`config.mk`:
```
export PLATFORM = sky130hd
export DESIGN_NAME = pipeline_sequencer
export DESIGN_NICKNAME = d
export VERILOG_FILES = /design/src/rtl/pipeline_ctrl_pkg.sv /design/src/rtl/sat_counter.sv /design/src/rtl/pipeline_sequencer.sv
export SDC_FILE = /design/constraint.sdc
export NUM_CORES = 1
export LEC_CHECK = 0
export ABC_AREA = 1
export CAP_MARGIN = 10
export CORE_MARGIN = 3
export CORE_UTILIZATION = 55
export CTS_CLUSTER_DIAMETER = 120
export DETAILED_ROUTE_END_ITERATION = 12
export PLACE_DENSITY = 0.83
export SETUP_SLACK_MARGIN = 0.02
export SLEW_MARGIN = 25
export SYNTH_ARGS = -nofsm -noshare
export SYNTH_HDL_FRONTEND = slang
export SYNTH_SLANG_ARGS = --single-unit
```
`constraint.sdc`:
```
create_clock -name clk -period 2.9 [get_ports clk]
set_input_delay 0.87 -clock clk [delete_from_list [all_inputs] [get_ports clk]]
set_output_delay 0.87 -clock clk [all_outputs]
set_load 0.005 [all_outputs]
```
`src/rtl/pipeline_ctrl_pkg.sv`:
```
// Shared pipeline control definitions: sequencer state encoding and drain length,
// also used by the debug unit to decode o_state.
package pipeline_ctrl_pkg;

  typedef enum logic [2:0] {
    ST_IDLE   = 3'd0,
    ST_RUN    = 3'd1,
    ST_STEP   = 3'd2,
    ST_DRAIN  = 3'd3,
    ST_HALTED = 3'd4
  } seq_state_t;

  localparam int unsigned DRAIN_CYCLES_DEFAULT = 4;

endpackage

```
`src/rtl/sat_counter.sv`:
```
// Up-counter with synchronous clear that sticks at all-ones instead of wrapping.
module sat_counter #(
  parameter int unsigned WIDTH = 32
) (
  input  logic             clk,
  input  logic             clear,
  input  logic             enable,
  output logic [WIDTH-1:0] count
);

  always_ff @(posedge clk) begin
    if (clear) begin
      count <= '0;
    end else if (enable && (count != '1)) begin
      count <= count + WIDTH'(1);
    end
  end

endmodule

```
`src/rtl/pipeline_sequencer.sv`:
```
// Run/step/halt sequencer for the five-stage pipeline: merges load-use stalls and
// branch flushes into register write enables and keeps cycle/stall counters.
module pipeline_sequencer
  import pipeline_ctrl_pkg::*;
#(
  parameter int unsigned DRAIN_CYCLES = DRAIN_CYCLES_DEFAULT,
  parameter int unsigned CNT_WIDTH    = 32
) (
  input  logic                 clk,
  input  logic                 rst,
  input  logic                 i_run,
  input  logic                 i_step,
  input  logic                 i_stop,
  input  logic                 i_halt_detected,
  input  logic                 i_hazard_stall,
  input  logic                 i_branch_taken,
  output logic                 o_pc_write,
  output logic                 o_if_id_write,
  output logic                 o_if_id_flush,
  output logic                 o_id_ex_bubble,
  output logic                 o_back_enable,
  output logic                 o_halted,
  output logic                 o_busy,
  output logic [2:0]           o_state,
  output logic [CNT_WIDTH-1:0] o_cycle_count,
  output logic [CNT_WIDTH-1:0] o_stall_count
);

  localparam int unsigned DW = $clog2(DRAIN_CYCLES + 1);

  seq_state_t    state, state_next;
  logic [DW-1:0] drain_cnt;
  logic          drain_last;
  logic          enabled;
  logic          stall_applied;

  assign drain_last = (drain_cnt == DW'(DRAIN_CYCLES - 1));

  always_ff @(posedge clk) begin
    if (rst) begin
      state     <= ST_IDLE;
      drain_cnt <= '0;
    end else begin
      state     <= state_next;
      drain_cnt <= (state == ST_DRAIN && !drain_last) ? drain_cnt + DW'(1) : '0;
    end
  end

  always_comb begin
    state_next     = state;
    enabled        = 1'b0;
    stall_applied  = 1'b0;
    o_pc_write     = 1'b0;
    o_if_id_write  = 1'b0;
    o_if_id_flush  = 1'b0;
    o_id_ex_bubble = 1'b0;
    o_back_enable  = 1'b0;
    o_halted       = 1'b0;
    o_busy         = 1'b0;

    unique case (state)
      ST_IDLE: begin
        if (i_run)       state_next = ST_RUN;
        else if (i_step) state_next = ST_STEP;
      end
      ST_RUN: begin
        enabled = 1'b1;
        if (i_halt_detected)       state_next = ST_DRAIN;
        else if (i_stop || !i_run) state_next = ST_IDLE;
      end
      ST_STEP: begin
        enabled    = 1'b1;
        state_next = i_halt_detected ? ST_DRAIN : ST_IDLE;
      end
      ST_DRAIN: begin
        o_busy        = 1'b1;
        o_if_id_flush = 1'b1;
        o_back_enable = 1'b1;
        if (drain_last) state_next = ST_HALTED;
      end
      ST_HALTED: o_halted = 1'b1;
      default:   state_next = ST_IDLE;
    endcase

    // A stalled branch is still sitting in ID and re-resolves next cycle, so the
    // stall masks the flush rather than the other way round.
    if (enabled) begin
      o_busy         = 1'b1;
      o_back_enable  = 1'b1;
      stall_applied  = i_hazard_stall;
      o_pc_write     = !i_hazard_stall;
      o_if_id_write  = !i_hazard_stall;
      o_id_ex_bubble = i_hazard_stall;
      o_if_id_flush  = i_branch_taken && !i_hazard_stall;
    end
  end

  assign o_state = state;

  sat_counter #(.WIDTH(CNT_WIDTH)) u_cycle_cnt (
    .clk    (clk),
    .clear  (rst),
    .enable (o_back_enable),
    .count  (o_cycle_count)
  );

  sat_counter #(.WIDTH(CNT_WIDTH)) u_stall_cnt (
    .clk    (clk),
    .clear  (rst),
    .enable (stall_applied),
    .count  (o_stall_count)
  );

endmodule

```
==> results.ini <==
[worst_setup_path]
crit_type=in -> out
worst-path-buf-inv=3
crit_chain=clkdlybuf4s50_1 -> inv_1 -> a31o_2 -> dlygate4sd2_1
slowest_stage=clkdlybuf4s50_1
reg2regPathDepth=8
end_kind=output pin
cp_top_family=buffers and inverters
reg2reg_to=u_cycle_cnt.count[23]
regToRegSetupSlack_ns=0.68
crit_fanout=3
critPathArrivalTime_ns=1.96
start_kind=input port
critical_path.max_stage_delay_ns=0.52
required_ns=2.03
crit-reg2reg-launch=u_cycle_cnt.count[0]

[power_and_ir_drop]
power_density_nw_per_um2=410
seqPwrFrac=0.469
leakagePower_uw=0.00200
p_sw_frac=0.308
power_uw=2200
p_switching_uw=677
pwr-share-clk=0.327
pwr-share-comb=0.204
ir_drop_mv=0.420
p_int_uw=1520

[die]
die_x_um=94.3
core_sq_um=7410
start_util=0.579
std_cell_rows=31
die_y_um=94.3
ios=82
die-area_sq_um=8900

[cts]
cts_max_path_buffers=2
cts_buffers=9
clock_sinks=70
clk_latency_ns=0.34
post_cts_resized=3
cts_hold_buf=0
clkTransAtPathRegs_ns=0.08
cts_root_buffer=clkbuf_8
htreeDepth=3
post_cts_buffers=0
tritoncts=done

[yosys]
yosysSeqAreaShare=0.327
syn_area_per_cell_sq_um=5.95
synth_top_area_frac=0.327
synth_area_sq_um=4290
ys_types=30
synth_cells=721
synth.area.top_cells=dfxtp_1 33%, nand2_1 17%, nor2_1 16%, nand3_1 7.9%, inv_1 6.1%
yosys_warnings=0
synth_edf_count=0
ys_seq_elements=70
synthArstFlopShare=0
synth_nets=733
synth_top_area_cell=dfxtp_1
yosys_most_used_dff=dfxtp_1

[final_layout]
diodes=0
final_nets=812
final_common_cell=nand2_1
seq_area_sq_um=1400
drive_gt1_frac=0.0646
mostFrequentLayoutCells=193 x nand2_1, 183 x nor2_1, 77 x clkdlybuf4s50_1, 70 x inv_1, 70 x dfxtp_1
n_fill_cell=655
syn2layout_area_growth_pct=24.8
multi_input_area_sq_um=2520

[route]
dr.pass1.iters=5
drt_iter0_markers=354
ant_nets=0
vias=4912
viasPerCell=5.43
drt_wl_total_um=12200
drc=0
wl_per_cell_um=13.5

[placement]
hpwl_um=9180
port_buffers=81
gp_congestion=0.946

[worst_hold_path]
hold_end=drain_cnt[0]
holdPathStages=1
min_from=drain_cnt[0]
holdCritPathClass=reg -> reg

[flow_run]
cap_violations=0

[timing]
tightest_slew_ns=0.678
tns_ns=0
max_freq_ghz=0.354
hold_violations=0
finClkSkew_ns=0.0121
finalCritPeriodShare=0.975
finalWorstPathRequiredPeriod_ns=2.83
hold_slack_ns=0.424
finalMaxSlewViolations=0
rsz0062_at_grt=no
setup_viol=0
relSlewSlack=0.543

[grt]
grt_antenna_before_repair=0
grt_max_degree=59
grt_remaining_overflow=0
grt_pass1_vias=4292
grt_usage=0.277
grt_pass1_wl_um=19900

[run_status]
run_status=finished clean

==> power groups by stage <==
stage | logic, uW | clock network (uW) | registers (uW)
finish | 448 | 718 | 1030
global route | 489 | 773 | 1040
CTS | 449 | 727 | 1030
detailed placement | 449 | 0 | 1050
global placement | 440 | 0 | 1050
floorplan | 252 | 0 | 1050
==> final cells by class <==
cell class,count,area share
Clock buffer,11,0.0264
Clock inverter,5,0.00631
Inverter,71,0.0498
Multi-Input combinational cell,561,0.470
Sequential cell,70,0.262
Tap cell,99,0.0231
Timing Repair Buffer,87,0.163
==> per-stage QoR <==
step	std cells	utilization	worst slack, ns	cell area (sq um)
final	904	0.723	0.0716	5350
after floorplan	721	-	0.734	4290
after global placement	888	0.698	-0.0643	5170
after CTS	904	0.722	0.0509	5350
after global routing	904	0.723	0.0492	5350
after detailed placement	888	0.698	-0.0699	5170
==> worst max-delay path by stage <==
stage	start	to	slack, ns	cells after the start
after floorplan	i_hazard_stall	o_id_ex_bubble	0.73	3
after global placement	i_hazard_stall	o_if_id_flush	-0.06	4
after detailed placement	i_hazard_stall	o_if_id_flush	-0.07	4
after CTS	i_hazard_stall	o_if_id_write	0.05	3
after global routing	i_hazard_stall	o_if_id_flush	0.05	4
final	i_hazard_stall	o_if_id_flush	0.07	4
==> sequential cells by signal, indices dropped and copies added (netlist names) <==
signal and flops:
o_state 3, u_stall_cnt.count 32, drain_cnt 3, u_cycle_cnt.count 32
==> worst reg2reg max path: cells and delay by family, from the launching register on <==
family / cells / cell delay [ns]
AOI/OAI and AO/OA: 1 / 0.37
adders and majority gates: 1 / 0.20
DFF: 1 / 0.40
and+or+nand+nor: 6 / 1.14
==> cells in the mapped netlist (2+ instances only) <==
| cell type | instances |
|---|---|
| a21oi_1 | 40 |
| a21oi_2 | 3 |
| a31oi_1 | 4 |
| buf_1 | 2 |
| buf_2 | 8 |
| buf_4 | 2 |
| buf_6 | 3 |
| clkbuf_1 | 4 |
| dfxtp_1 | 70 |
| ha_1 | 4 |
| inv_1 | 70 |
| nand2_1 | 193 |
| nand2_2 | 7 |
| nand3_1 | 68 |
| nand3_2 | 3 |
| nand3b_1 | 5 |
| nand4_1 | 19 |
| nor2_1 | 183 |
| nor2_2 | 10 |
| nor2_4 | 2 |
| nor3_1 | 6 |
| o21ai_0 | 5 |
| xor2_1 | 3 |
==> per-layer routing <==
metal,wire [um],track usage
met1,5600,0.397
met2,5300,0.423
met3,1120,0.0574
met4,166,0.0770
met5,0,0
==> kinds of logic after synthesis <==
group           synth area share
buf+inv                   0.0880
fa+ha+maj                 0.0117
simple gates               0.499
compound gates            0.0682
flops                      0.327
xor+xnor                 0.00612
No activity file was read; power rests on OpenSTA's default activity.
